==> src/rtl/rng_arbiter.sv <==
// rng_arbiter: round-robin sharing of one free-running LFSR word
// between several clients, with a fixed cool-down between draws.
module rng_arbiter #(
    parameter int NUM_REQ = 4,
    parameter int WIDTH   = 11,
    parameter int STRIDE  = 4
) (
    input  logic                       clk,
    input  logic                       rst_n,
    input  logic [WIDTH-1:0]           rand_in,
    input  logic [NUM_REQ-1:0]         req,
    output logic [NUM_REQ-1:0]         valid,
    output logic [WIDTH-1:0]           rand_out,
    output logic [$clog2(NUM_REQ)-1:0] grant_id,
    output logic                       busy
);

    localparam int IDW = $clog2(NUM_REQ);
    localparam int CW  = $clog2(STRIDE + 1);

    typedef enum logic {
        S_IDLE,
        S_COOL
    } state_t;

    state_t             r_state;
    logic [CW-1:0]      r_cnt;
    logic [IDW-1:0]     r_ptr;
    logic [NUM_REQ-1:0] r_valid;
    logic [WIDTH-1:0]   r_rand;
    logic [IDW-1:0]     r_gid;

    logic [NUM_REQ-1:0] w_eff;
    logic               w_found;
    logic [IDW-1:0]     w_win;
    logic [IDW-1:0]     w_nptr;
    logic               w_can;
    logic               w_grant;

    // A client just served this cycle must not win again on this edge
    assign w_eff   = req & ~r_valid;
    assign w_can   = (r_state == S_IDLE) || (r_cnt == '0);
    assign w_grant = w_can && w_found;
    assign w_nptr  = (w_win == IDW'(NUM_REQ - 1)) ? '0 : w_win + 1'b1;

    // Round-robin search starting at the pointer, wrapping around
    always_comb begin
        int k;
        k       = 0;
        w_found = 1'b0;
        w_win   = '0;
        for (int i = 0; i < NUM_REQ; i++) begin
            k = (int'(r_ptr) + i) % NUM_REQ;
            if (!w_found && w_eff[IDW'(k)]) begin
                w_found = 1'b1;
                w_win   = IDW'(k);
            end
        end
    end

    // Grant / cool-down state machine with registered outputs
    always_ff @(posedge clk or negedge rst_n) begin
        if (!rst_n) begin
            r_state <= S_IDLE;
            r_cnt   <= '0;
            r_ptr   <= '0;
            r_valid <= '0;
            r_rand  <= '0;
            r_gid   <= '0;
        end else begin
            r_valid <= '0;
            if (w_grant) begin
                r_rand  <= rand_in;
                r_valid <= NUM_REQ'(1) << w_win;
                r_gid   <= w_win;
                r_ptr   <= w_nptr;
                r_cnt   <= CW'(STRIDE - 1);
                r_state <= S_COOL;
            end else if (r_state == S_COOL) begin
                if (r_cnt != '0) begin
                    r_cnt <= r_cnt - 1'b1;
                end else begin
                    r_state <= S_IDLE;
                end
            end
        end
    end

    assign valid    = r_valid;
    assign rand_out = r_rand;
    assign grant_id = r_gid;
    assign busy     = (r_state == S_COOL) && (r_cnt != '0);

endmodule
==> config.mk <==
export PLATFORM = sky130hd
export DESIGN_NAME = rng_arbiter
export DESIGN_NICKNAME = d
export VERILOG_FILES = /design/src/rtl/rng_arbiter.sv
export SDC_FILE = /design/constraint.sdc
export NUM_CORES = 1
export LEC_CHECK = 0
export ABC_AREA = 1
export BUFFER_PORTS_ARGS = -buffer_cell sky130_fd_sc_hd__buf_4
export CAP_MARGIN = 30
export CELL_PAD_IN_SITES_DETAIL_PLACEMENT = 1
export CELL_PAD_IN_SITES_GLOBAL_PLACEMENT = 2
export CORE_MARGIN = 1
export CORE_UTILIZATION = 29
export DETAILED_ROUTE_END_ITERATION = 12
export GPL_TIMING_DRIVEN = 0
export PLACE_DENSITY = 0.88
export SLEW_MARGIN = 30
export SYNTH_ARGS = -nofsm -noshare
export SYNTH_HDL_FRONTEND = slang
export SYNTH_SLANG_ARGS = --single-unit
==> constraint.sdc <==
create_clock -name clk -period 2.6 [get_ports clk]
set_clock_uncertainty 0.1 [all_clocks]
set_input_delay 0.26 -clock clk [delete_from_list [all_inputs] [get_ports clk]]
set_output_delay 0.26 -clock clk [all_outputs]
set_load 0.02 [all_outputs]
# --- Word-level counts from Yosys, hierarchy flattened ---
# Cells that the tools add are included.
op_classes:
  add_sub_neg: 5
  order_cmp: 4
  n_eq_ne: 1
  shift: 1
  mux: 28
  bitwise: 3
  reduce_logical: 14
op_table:
  columns: ["op", "count"]
  rows:
  - ["$lt 2x4->1 const B", 4]
  - ["$mux 1", 15]
  - ["$mux 2", 5]
  - ["$mux 3", 3]
  - ["$bmux 1 s2", 4]
  - ["$logic_and 1x1->1", 5]
  - ["$add 2x1->2 const B", 2]
  - ["$add 2x2->2 const B", 2]
  - ["$and 4x4->4", 1]
  - ["$mux 4", 1]
  - ["$not 4->4", 1]
  - ["$reduce_bool 2->1", 2]
  - ["$shl 1x2->4 const A", 1]
  - ["$logic_not 1->1", 3]
  - ["$logic_not 3->1", 1]
  - ["$reduce_bool 3->1", 1]
  - ["$sub 3x1->3 const B", 1]
  - ["$eq 2x2->1 const B", 1]
  - ["$reduce_and 2->1", 1]
  - ["$logic_or 1x1->1", 1]
  - ["$not 1->1", 1]
totals:
  ff_bits: 23
  elab_cells: 62

# --- Logic depth before layout (Yosys ltp) ---
depth:
  word_depth: 18
  depth_mapped: 15
  ltp_nobuf: 14

# --- Worst setup path after synthesis ---
# OpenSTA, ideal clock, no wires.
synth_path:
  kind: "reg-to-reg"
  startpoint: "register r_ptr[1]"
  endpoint: "register r_ptr[1]"
  arrival_time_ns: 1.630
  path_slack_ns: 0.796
  path_stages_with_launch: 12
  path_cell_list: "dfrtp_1 -> buf_4 -> inv_4 -> nand2_1 -> nand2_1 -> nand3_1 -> nand2_2 -> nand4_1 -> nand3_1 -> inv_1 -> ha_1 -> o21ai_2"
synth_via:
  elab_chain_len: 15
  elab_cells_between_ends: 33
  cone_classes: "add/sub (4); eq/ne (1); mux (21); reduce/logical (7)"
synth_rtl:
  columns: ["item", "line_no", "rtl"]
  rows:
  - ["start: declaration", "28", "logic [IDW-1:0] r_ptr;"]
  - ["start signal: assignment", "76", "r_ptr <= w_nptr;"]
  - ["parallel branches: the longest is 15 deep, another holds $add 2x1->2", null, null]
# Several ways; the timed one is not identified. The select of a mux whose other input is x is not followed.
# A chain may end at the register's enable or synchronous reset.

# --- Worst setup path in the final report ---
layout_path:
  startpoint: "register r_ptr[0]"
  endpoint: "register r_ptr[1]"
# The elaborated chain is that of the path after synthesis.

==> impl_metrics.yaml <==
run_status:
  status: "completed"
sta:
  fin_crit_sh_pct: 81.1
  max-slew-margin-rel_pct: 80.3
  worstMarginPinSlew_ns: 0.295
  setup_viol: 0
  hold_violations: 0
  drv_slew: 0
  fmax_ghz: 0.474
  min_period_ns: 2.11
  rsz0062_at_grt: "no"
  setup_tns_ns: 0
critical_path:
  worstPathArrival_ns: 2.20
  start_kind: "flop"
  end_kind: "flop"
  cpMaxStageDelayCell: "dfrtp_1"
  critPathBufInv: 3
  slowest_delay_ns: 0.38
  crit_type: "reg2reg"
  critPathTopFamily: "simple AND/OR/NAND/NOR gates"
  cp.depth: 12
  cp.required_ns: 2.69
  reg2reg_depth: 12
  worstPathCellList: "buf_6, inv_4, nand3_1, nand3_1, nand2_2, nand2_1, nand2_1, nand2_1, nand3_1, inv_1, ha_1, o21ai_2"
  crit_fanout: 9
logic_synthesis:
  synthArstFlopShare_pct: 100
  synth_xor_area_share_pct: 0.686
  synth_compound_area_share_pct: 3.14
  synthSimpleGateAreaFrac_pct: 35.1
  synthAdderAreaFrac_pct: 5.88
  synth.avg_cell_area_um2: 8.03
  synth.area.top_cells: "dfrtp_1, nand2_1, nand3_1"
  synth-seq-cells: 23
  synthesis.area_um2: 1280
  yosysTopAreaCellShare_pct: 45.1
  syn_inst: 159
  ys_types: 20
  yosysSeqAreaShare_pct: 45.1
  syn_nets: 182
  synth_top_cell_by_area: "dfrtp_1"
  synth_top_family_by_area: "simple AND/OR/NAND/NOR gates"
  yosys_warnings: 0
  ys.flop_type: "dfrtp_1"
  synth_mux_area_share_pct: 0
  synth-edff-count: 0
die:
  ios: 35
  fp.dieW_um: 68.3
  die-height_um: 68.3
  die_area_um2: 4670
  num_rows: 23
  core_um2: 4120
  initial_core_util_pct: 31.0
finish:
  final_cell_mix: "nand2_1, buf_4, dfrtp_1, nand3_1, inv_1"
  area_delta_synth_final_pct: 29.2
  final_layout_size_suffix_gt1_share_pct: 28.8
  final_nets: 222
  fill_cells: 523
  n_antenna_cell: 0
  layout_commonest_cell: "nand2_1"
routing:
  drtAntennaViolNets: 0
  wire_per_inst_um: 12.6
  drc: 0
  route.vias.total: 1174
  drt_iter0_markers: 59
  vias_per_cell: 4.73
  first_pass_iters: 4
  wirelength_mm: 3.13
clock_network:
  htreeDepth: 1
  post_cts_resized: 0
  post_cts_buffers: 0
  clockRootBuffer: "clkbuf_8"
  cts-buffers-inserted: 3
  cts_buffer_depth: 2
  cts_tree: "yes"
  clkLatencyLatePin_ns: 0.26
  cts.reportedPaths.clkPinSlew_ns: 0.08
  clock_sinks: 23
  hold_buffers: 1
worst_hold_path:
  whs_path_depth: 3
  min_path_type: "in2reg"
grt:
  grt_overflow_total: 0
  grt_pass1_vias: 1268
  grt_usage_pct: 16.2
  grt_antenna_before_repair: 0
  grt_pass1_wl_mm: 5.59
  grt_max_degree: 24
pwr:
  p_comb_share_pct: 64.2
  peakVddDrop_v: 0.000583
  switching_share_pct: 48.8
  p_int_mw: 1.16
  p_seq_share_pct: 26.1
  totalPowerFinal_mw: 2.27
  powerDensity_nw_per_um2: 1380
  p_switching_mw: 1.11
  clkPwrFrac_pct: 9.7
  power_leakage_nw: 0.900
flow_run:
  maxCapViolCount: 0
placed_design:
  gp_congestion: 0.751
  hpwl_mm: 2.52
  io_buffers: 34
-- state kept, by name (all words and copies together), names as in the netlist --
signal and count:
grant_id 2, r_cnt 3, r_ptr 2, r_state 1, rand_out 11, valid 4
-- synthesized netlist by cell type, types with 2 or more instances --
master   number
nand4_1       3
inv_1        17
dfrtp_1      23
o21ai_2       2
inv_4         2
nor2_4        2
nand3_1      19
nand3_2       2
nand2_2       6
ha_1          6
buf_6         4
nand2_1      62
nor2_1        4
-- through the flow --
step,hold slack (ns),cells,worst slack [ns],instance area (µm²),util [%]
after floorplan,-0.136,159,0.796,1280,-
after global placement,0.0655,243,0.625,1590,38.7
after detailed placement,0.0753,243,0.474,1590,38.7
after CTS,0.0832,248,0.454,1650,40.1
after global routing,0.0859,248,0.239,1650,40.1
final,0.0877,248,0.490,1650,40.1
-- layer usage --
| metal | GRT usage, % | share of wire [%] | up-vias | wire (µm) |
|---|---|---|---|---|
| li1 | - | - | 568 | - |
| met2 | 30.0 | 51 | 37 | 1600 |
| met4 | 5.47 | 0.54 | 0 | 17 |
| met5 | 0 | 0 | - | 0 |
| met3 | 3.00 | 5.1 | 2 | 161 |
| met1 | 18.3 | 43 | 567 | 1350 |
-- tightest hold or removal path, delay by kind of cell --
family | cells | cell delay [ns]
AND/OR/NAND/NOR | 2 | 0.08
buffers and inverters | 1 | 0.07
-- final timing paths --
path | from | to | slack (ns)
hold reg to reg | rand_out[2] | rand_out[2] | 0.38
setup reg to reg | r_ptr[0] | r_ptr[1] | 0.49
setup / recovery | r_ptr[0] | r_ptr[1] | 0.49
hold / removal | rand_in[2] | rand_out[2] | 0.09
min in group asynchronous | rst_n | rand_out[3] | 0.31
max in group asynchronous | rst_n | valid[3] | 1.86
-- power by group through the flow --
stage	Sequential, mW	Combinational [mW]	Clock, mW
3_3_place_gp	0.596	1.39	0
4_1_cts	0.595	1.49	0.230
5_1_grt	0.616	1.65	0.245
3_5_place_dp	0.599	1.48	0
2_1_floorplan	0.728	0.884	0
6_report	0.593	1.46	0.221
-- logic make-up (layout without fill, tap and decap cells) --
kind of cell / Yosys count / count (layout)
compound gates: 6 / 6
xor+xnor: 1 / 1
fa+ha+maj: 6 / 6
buf+inv: 24 / 63
flops: 23 / 23
simple gates: 99 / 99
-- area by class of cell --
cell class / instances / area (µm²) / area share [%]
Multi-Input combinational cell: 112 / 572 / 34.7
Timing Repair Buffer: 35 / 265 / 16.1
Buffer: 5 / 52.6 / 3.19
Tap cell: 50 / 62.6 / 3.79
Clock buffer: 4 / 45.0 / 2.73
Inverter: 19 / 76.3 / 4.63
Sequential cell: 23 / 576 / 34.9
Note: power is estimated with default switching activity, not from simulation.
